--- src/rtl/store_drain_ctrl.sv ---
// Store-buffer drain sequencer for fences and AMOs.
// Also arbitrates the D$ store port between store buffer and AMO unit.
module store_drain_ctrl #(
  parameter int unsigned TIMEOUT = 1024,
  parameter int unsigned CNT_W   = 32
) (
  input  logic             clk_i,
  input  logic             rst_ni,
  input  logic             flush_i,
  input  logic             fence_req_i,
  output logic             fence_ack_o,
  input  logic             amo_req_i,
  output logic             amo_gnt_o,
  input  logic             amo_done_i,
  input  logic             sb_req_i,
  output logic             sb_gnt_o,
  input  logic             sb_empty_i,
  input  logic             sb_no_st_pending_i,
  output logic             sb_stall_o,
  output logic             dc_req_o,
  input  logic             dc_gnt_i,
  output logic             sel_amo_o,
  output logic             busy_o,
  output logic             drain_timeout_o,
  output logic [CNT_W-1:0] drain_cycles_o
);

  localparam int unsigned TW = $clog2(TIMEOUT) + 1;

  localparam logic [2:0] S_IDLE   = 3'd0;
  localparam logic [2:0] S_FDRAIN = 3'd1;
  localparam logic [2:0] S_ADRAIN = 3'd2;
  localparam logic [2:0] S_AREQ   = 3'd3;
  localparam logic [2:0] S_AWAIT  = 3'd4;

  logic [2:0]       state_q, state_d;
  logic             ack_q, ack_d;
  logic             to_q, to_d;
  logic [CNT_W-1:0] cyc_q, cyc_d;
  logic [TW-1:0]    tcnt_q, tcnt_d;

  logic st_idle, st_fd, st_ad, st_areq, st_await;
  logic in_drain;

  assign st_idle  = (state_q == S_IDLE);
  assign st_fd    = (state_q == S_FDRAIN);
  assign st_ad    = (state_q == S_ADRAIN);
  assign st_areq  = (state_q == S_AREQ);
  assign st_await = (state_q == S_AWAIT);
  assign in_drain = st_fd | st_ad;

  // flush only aborts the speculative drain phases
  always_comb begin
    state_d = state_q;
    case (state_q)
      S_IDLE: begin
        if (fence_req_i)    state_d = S_FDRAIN;
        else if (amo_req_i) state_d = S_ADRAIN;
      end
      S_FDRAIN: begin
        if (flush_i || sb_no_st_pending_i)
          state_d = S_IDLE;
      end
      S_ADRAIN: begin
        if (flush_i || !amo_req_i) state_d = S_IDLE;
        else if (sb_empty_i)       state_d = S_AREQ;
      end
      S_AREQ: begin
        if (amo_req_i && dc_gnt_i)
          state_d = S_AWAIT;
      end
      S_AWAIT: begin
        if (amo_done_i) state_d = S_IDLE;
      end
      default: state_d = S_IDLE;
    endcase
  end

  always_comb begin
    dc_req_o  = sb_req_i;
    sb_gnt_o  = dc_gnt_i;
    amo_gnt_o = 1'b0;
    sel_amo_o = 1'b0;
    unique case (1'b1)
      st_areq: begin
        sel_amo_o = 1'b1;
        dc_req_o  = amo_req_i;
        amo_gnt_o = dc_gnt_i;
        sb_gnt_o  = 1'b0;
      end
      st_await: begin
        sel_amo_o = 1'b1;
        dc_req_o  = 1'b0;
        sb_gnt_o  = 1'b0;
      end
      default: ;
    endcase
  end

  assign busy_o     = ~st_idle;
  assign sb_stall_o = ~st_idle;

  assign ack_d = st_fd & ~flush_i & sb_no_st_pending_i;

  // per-drain counter idles at zero so every entry starts fresh
  always_comb begin
    tcnt_d = '0;
    if (in_drain) begin
      tcnt_d = tcnt_q;
      if (tcnt_q != '1)
        tcnt_d = tcnt_q + TW'(1);
    end
  end

  assign to_d = to_q |
    (in_drain & (tcnt_q == TW'(TIMEOUT - 1)));

  always_comb begin
    cyc_d = cyc_q;
    if (in_drain && cyc_q != '1)
      cyc_d = cyc_q + CNT_W'(1);
  end

  always_ff @(posedge clk_i or negedge rst_ni) begin
    if (!rst_ni) begin
      state_q <= S_IDLE;
      ack_q   <= 1'b0;
      to_q    <= 1'b0;
      cyc_q   <= '0;
      tcnt_q  <= '0;
    end else begin
      state_q <= state_d;
      ack_q   <= ack_d;
      to_q    <= to_d;
      cyc_q   <= cyc_d;
      tcnt_q  <= tcnt_d;
    end
  end

  assign fence_ack_o     = ack_q;
  assign drain_timeout_o = to_q;
  assign drain_cycles_o  = cyc_q;

  a_fence_idle: assert property (
    @(posedge clk_i) disable iff (!rst_ni)
    fence_req_i |-> !busy_o);
  a_done_wait: assert property (
    @(posedge clk_i) disable iff (!rst_ni)
    amo_done_i |-> st_await);

endmodule

--- config.mk ---
export PLATFORM = sky130hd
export DESIGN_NAME = store_drain_ctrl
export DESIGN_NICKNAME = d
export VERILOG_FILES = /design/src/rtl/store_drain_ctrl.sv
export SDC_FILE = /design/constraint.sdc
export NUM_CORES = 1
export LEC_CHECK = 0
export CAP_MARGIN = 20
export CORE_UTILIZATION = 55
export DETAILED_ROUTE_END_ITERATION = 10
export PLACE_DENSITY = 0.84
export SYNTH_ARGS = -nofsm -noshare
export SYNTH_HDL_FRONTEND = slang
export SYNTH_SLANG_ARGS = --single-unit
--- constraint.sdc ---
create_clock -name clk_i -period 5.3 [get_ports clk_i]
set_clock_uncertainty 0.1 [all_clocks]
set_input_delay 1.06 -clock clk_i [delete_from_list [all_inputs] [get_ports clk_i]]
set_output_delay 1.06 -clock clk_i [all_outputs]
set_load 0.005 [all_outputs]
==> results.cfg, run 1 <==
[synthesis]
synth_area_um2 = 2520
syn_inst = 244
synth-seq-cells = 48
synth_edf_count = 0
ys.flop_type = dfrtp_1
yosysMostFrequentCell = dfrtp_1
synth_top_area_cell = dfrtp_1
synth.net_count = 256
synth.area.top_cells = dfrtp_1 (48%), xnor2_1 (7.3%), xor2_1 (4.2%), nor2_1 (3.7%), nand4_1 (3.5%)
async_flop_share_pct = 100
ys_warn_count = 0
yosysUniqueCellTypes = 45
synth.avg_cell_area_um2 = 10.3
yosys.area.top_type_share_pct = 47.7
synth-seq-area-share_pct = 47.7
netlist_top_cells_count = dfrtp_1 (48), nor2_1 (25), nand2_1 (21), xnor2_1 (21), nand3_1 (16)

[sta]
slew_headroom_pct = 29.5
fin_crit_sh_pct = 66.6
fin_crit_ns = 3.53
holdWs_ns = 0.366
final.setup.tns_ns = 0
finalMaxSlewViolations = 0
hold_violations = 0
timing.final.ws_setup_ns = 1.77
finalSetupViolCount = 0
worst_pin_slew_ns = 1.06
rsz0062_at_grt = no
clock.fmax_mhz = 283

[critical_path]
cp_num_buf_inv = 2
path_class = in2out
slowest_stage = clkdlybuf4s50_1
r2r_setup_slack_ns = 2.85
path_max_fanout = 2
crit_chain = clkdlybuf4s50_1, o21ai_0, a211oi_1, clkdlybuf4s50_1
slowest_delay_ns = 0.54
crit_family = buffers and inverters
required_ns = 4.14
arrival_ns = 2.37
crit_top_cell = clkdlybuf4s50_1
worstSetupEndpointType = output port
cp-start-kind = primary input

[detailed_routing]
wl_um = 5360
ant_nets = 0
drc_errors = 0
drt_iter0_markers = 79
vias_per_cell = 5.84
dr.pass1.iters = 4
vias = 2032
wl_per_cell_um = 15.4

[floorplan]
initial_core_util_pct = 57.4
ios = 50
die_w_um = 69.7
die_h_um = 69.7
row_count = 24
core_area_um2 = 4380
die-area_um2 = 4850

[pwr]
ir_drop_uv = 242
p_total_mw = 1.04
power_density_nw_per_um2 = 330
total_leakage_power_nw = 1.38

[global_route]
grt.total_usage_pct = 22.9
grt_pass1_wl_um = 8870
grt_max_degree = 49
antenna_found_initial = 0
grt_pass1_vias = 1903
grt-ovfl-total = 0

[placement]
io_buffers = 49
place.detailed.hpwl_um = 3800
post-place-ws_ns = 1.75
place.gp.congestion = 0.786

[cts]
clock_sink_count = 48
cts_tree = built
clk_latency_ns = 0.30
cts_made_buffers = 5
cts_resized = 0
clkTransAtPathRegs_ns = 0.09
htreeDepth = 2
cts_setup_buffers = 0
clockBufferDepth = 2
cts-root-buf = clkbuf_8
cts_hold_repair.buffers = 0

[min_path]
hp-class = reg2reg

[final_layout]
antenna_cells = 0
area_delta_synth_final_pct = 25.0
drive_above_1_share_pct = 7.43
layout.nets = 307

[flow_run]
drv_cap = 0

[status]
status = completed
cells by family (layout without fill, tap and decap cells):
logic type / Yosys count / in the layout / synth area share, %
xor gates and xnor gates: 33 / 33 / 11.5
muxes: 6 / 6 / 2.53
buffers and inverters: 9 / 61 / 1.84
AOI/OAI and AO/OA: 22 / 22 / 6.96
adders and majority gates: 2 / 2 / 0.994
DFF: 48 / 48 / 47.7
and+or+nand+nor: 124 / 124 / 28.5
metrics by stage:
step | utilization, % | cell area (um^2) | std cells
2_1_floorplan | - | 2520 | 244
4_1_cts | 71.3 | 3130 | 347
5_1_grt | 71.8 | 3150 | 348
6_report | 71.8 | 3150 | 348
3_5_place_dp | 69.2 | 3030 | 339
3_3_place_gp | 69.2 | 3030 | 339
final cells by class:
cell class / instances / area (um^2)
multi-input cells: 187 / 1270
fillers: 350 / 1240
flip-flops and latches: 48 / 1200
repair buffers: 50 / 505
clock buffers: 7 / 86.3
well taps: 52 / 65.1
inverters: 3 / 11.3
clock inverters: 1 / 7.51
flip-flops by register name (all words and copies together) (netlist names):
register and cells:
drain_cycles_o 32, drain_timeout_o 1, fence_ack_o 1, state_q 3, tcnt_q 11
placed cells by master, fill, tap and decap left out, types with 2 or more instances in the layout:
cell / count
a21oi_1: 5
and3_1: 10
and4_1: 3
clkbuf_8: 6
clkdlybuf4s50_1: 48
dfrtp_1: 48
ha_1: 2
inv_1: 3
mux2_1: 2
mux2i_1: 3
nand2_1: 21
nand3_1: 16
nand4_1: 14
nand4_2: 2
nor2_1: 25
nor2b_1: 4
nor3_1: 10
nor3_4: 2
nor3b_1: 3
nor4_1: 2
nor4_4: 2
o211ai_1: 2
o21a_1: 2
o21ai_0: 5
or3_1: 3
xnor2_1: 21
xor2_1: 12
final timing paths:
check                                     start                 end  depth (start not counted)
worst max register to register       state_q[1]  drain_cycles_o[31]                          5
worst min register to register  drain_timeout_o     drain_timeout_o                          1
min in group asynchronous                rst_ni  drain_cycles_o[21]                          1
max in group asynchronous                rst_ni   drain_cycles_o[8]                          2
worst max-delay path                   sb_req_i            dc_req_o                          4
worst min-delay path            drain_timeout_o     drain_timeout_o                          1
routing by layer:
| metal | up-vias | part of all wire (%) | track usage, % |
|---|---|---|---|
| met2 | 46 | 50 | 38.1 |
| met1 | 1005 | 46 | 30.8 |
| met3 | 6 | 3.5 | 4.36 |
| li1 | 975 | - | - |
| met4 | 0 | 1.0 | 6.67 |
| met5 | - | 0 | 0 |
report_power, final:
| part | total (mW) | switching (mW) | internal [mW] | leakage, nW |
|---|---|---|---|---|
| logic | 0.341 | 0.179 | 0.162 | 0.679 |
| clock network | 0.228 | 0.122 | 0.106 | 0.0445 |
| registers | 0.470 | 0.0637 | 0.406 | 0.655 |
No activity file was read; power rests on OpenSTA's default activity.
==> inputs of run 2 (changes only) <==
--- a/config.mk
+++ b/config.mk
@@ -6,9 +6,9 @@
 export NUM_CORES = 1
 export LEC_CHECK = 0
 export CAP_MARGIN = 20
-export CORE_UTILIZATION = 55
+export CORE_UTILIZATION = 51
 export DETAILED_ROUTE_END_ITERATION = 10
-export PLACE_DENSITY = 0.84
+export PLACE_DENSITY = 0.79
 export SYNTH_ARGS = -nofsm -noshare
 export SYNTH_HDL_FRONTEND = slang
 export SYNTH_SLANG_ARGS = --single-unit
==> constraint.sdc (replaced) <==
create_clock -name clk_i -period 3.5 [get_ports clk_i]
set_clock_uncertainty 0.1 [all_clocks]
set_input_delay 0.7 -clock clk_i [delete_from_list [all_inputs] [get_ports clk_i]]
set_output_delay 0.7 -clock clk_i [all_outputs]
set_load 0.005 [all_outputs]
==> results.cfg, run 2 (synthesized netlist as in run 1, its figures left out) <==
[status]
status = completed

[sta]
clock.fmax_mhz = 351
finalSetupViolCount = 0
fin_crit_ns = 2.85
worst_pin_slew_ns = 1.03
finalMaxSlewViolations = 0
slew_headroom_pct = 31.2
holdWs_ns = 0.177
hold_violations = 0
fin_crit_sh_pct = 81.3
final.setup.tns_ns = 0
rsz0062_at_grt = no

[detailed_routing]
wl_um = 4870
vias_per_cell = 5.54
wl_per_cell_um = 13.4
ant_nets = 0
vias = 2011
drc_errors = 0
dr.pass1.iters = 4
drt_iter0_markers = 79

[final_layout]
utilization_pct = 67.4
largest_reg_flops = 32
area_delta_synth_final_pct = 26.4
drive_above_1_share_pct = 7.77
stdcell_count = 363
antenna_cells = 0
layout.nets = 307
mostFrequentLayoutCells = dfrtp_1 (48), clkdlybuf4s50_1 (48), nor2_1 (25)

[global_route]
grt_pass1_vias = 1904
grt-ovfl-total = 0
grt_pass1_wl_um = 8660
antenna_found_initial = 0
grt_max_degree = 49
grt.total_usage_pct = 21.3

[critical_path]
cp-start-kind = primary input
path_max_fanout = 2
required_ns = 2.70
worstSetupEndpointType = output port
arrival_ns = 2.05
worst-r2r-cell-count = 4
r2r_setup_slack_ns = 1.11
slowest_stage = clkdlybuf4s50_1
crit_top_cell = clkdlybuf4s50_1
path_class = in2out
slowest_delay_ns = 0.55
crit_chain = clkdlybuf4s50_1, o21ai_0, a211oi_1, clkdlybuf4s50_1

[cts]
clockBufferDepth = 2
cts_hold_repair.buffers = 0
htreeDepth = 2
cts_setup_buffers = 0
cts_resized = 0
clock_sink_count = 48
cts_tree = built
cts_made_buffers = 5
clk_latency_ns = 0.31
clkTransAtPathRegs_ns = 0.09
cts-root-buf = clkbuf_8

[placement]
place.detailed.hpwl_um = 3560
io_buffers = 49
dp.cells = 354
place.gp.congestion = 0.794

[min_path]
hp-class = in2async

[pwr]
power_density_nw_per_um2 = 506
p_total_mw = 1.61
total_leakage_power_nw = 1.39
ir_drop_uv = 417

[flow_run]
drv_cap = 0

[floorplan]
ios = 50
core_area_um2 = 4720
die_w_um = 72.3
die-area_um2 = 5220
die_h_um = 72.3
row_count = 25
initial_core_util_pct = 53.3
run 2: cell types whose count changed in the layout (fill, tap and decap cells not counted), sizes merged:
| cell | previous run | this run |
|---|---|---|
| clkbuf | 7 | 5 |
| clkinv | 0 | 1 |
| bufinv | 0 | 1 |
run 2: worst max-delay path, delay by kind of cell:
family	cells	cell delay [ns]
buffers and inverters	2	1.02
AO/OA/AOI/OAI	2	0.32
run 2: stage by stage:
stage / area (um^2) / setup WS, ns
global placement: 3050 / 0.689
detailed placement: 3050 / 0.651
global route: 3180 / 0.581
floorplan: 2520 / 1.55
CTS: 3160 / 0.657
finish: 3180 / 0.655
run 2: final timing paths:
check                           startpoint            endpoint
min                                 rst_ni  drain_cycles_o[28]
min in group clk_i         drain_timeout_o     drain_timeout_o
min reg2reg                drain_timeout_o     drain_timeout_o
max in group asynchronous           rst_ni           tcnt_q[4]
max                               sb_req_i            dc_req_o
max reg2reg                     state_q[1]   drain_cycles_o[1]
run 2: power breakdown:
part / internal (mW) / switching [mW]
registers: 0.615 / 0.0962
logic: 0.245 / 0.260
clock network: 0.211 / 0.183
run 2: final cells by class:
cell class	instances	area, um^2
Timing Repair Buffer	50	505
Multi-Input combinational cell	187	1270
Sequential cell	48	1200
Clock inverter	3	42.5
Inverter	3	11.3
Fill cell	379	1540
Tap cell	67	83.8
Clock buffer	5	68.8
run 2: routing by layer:
| metal | part of all wire (%) | vias to the layer above | GRT usage, % |
|---|---|---|---|
| met5 | 0 | - | 0 |
| met4 | 0.92 | 0 | 5.88 |
| met3 | 2.8 | 6 | 4.58 |
| met2 | 49 | 37 | 35.1 |
| met1 | 48 | 993 | 28.6 |
| li1 | - | 975 | - |
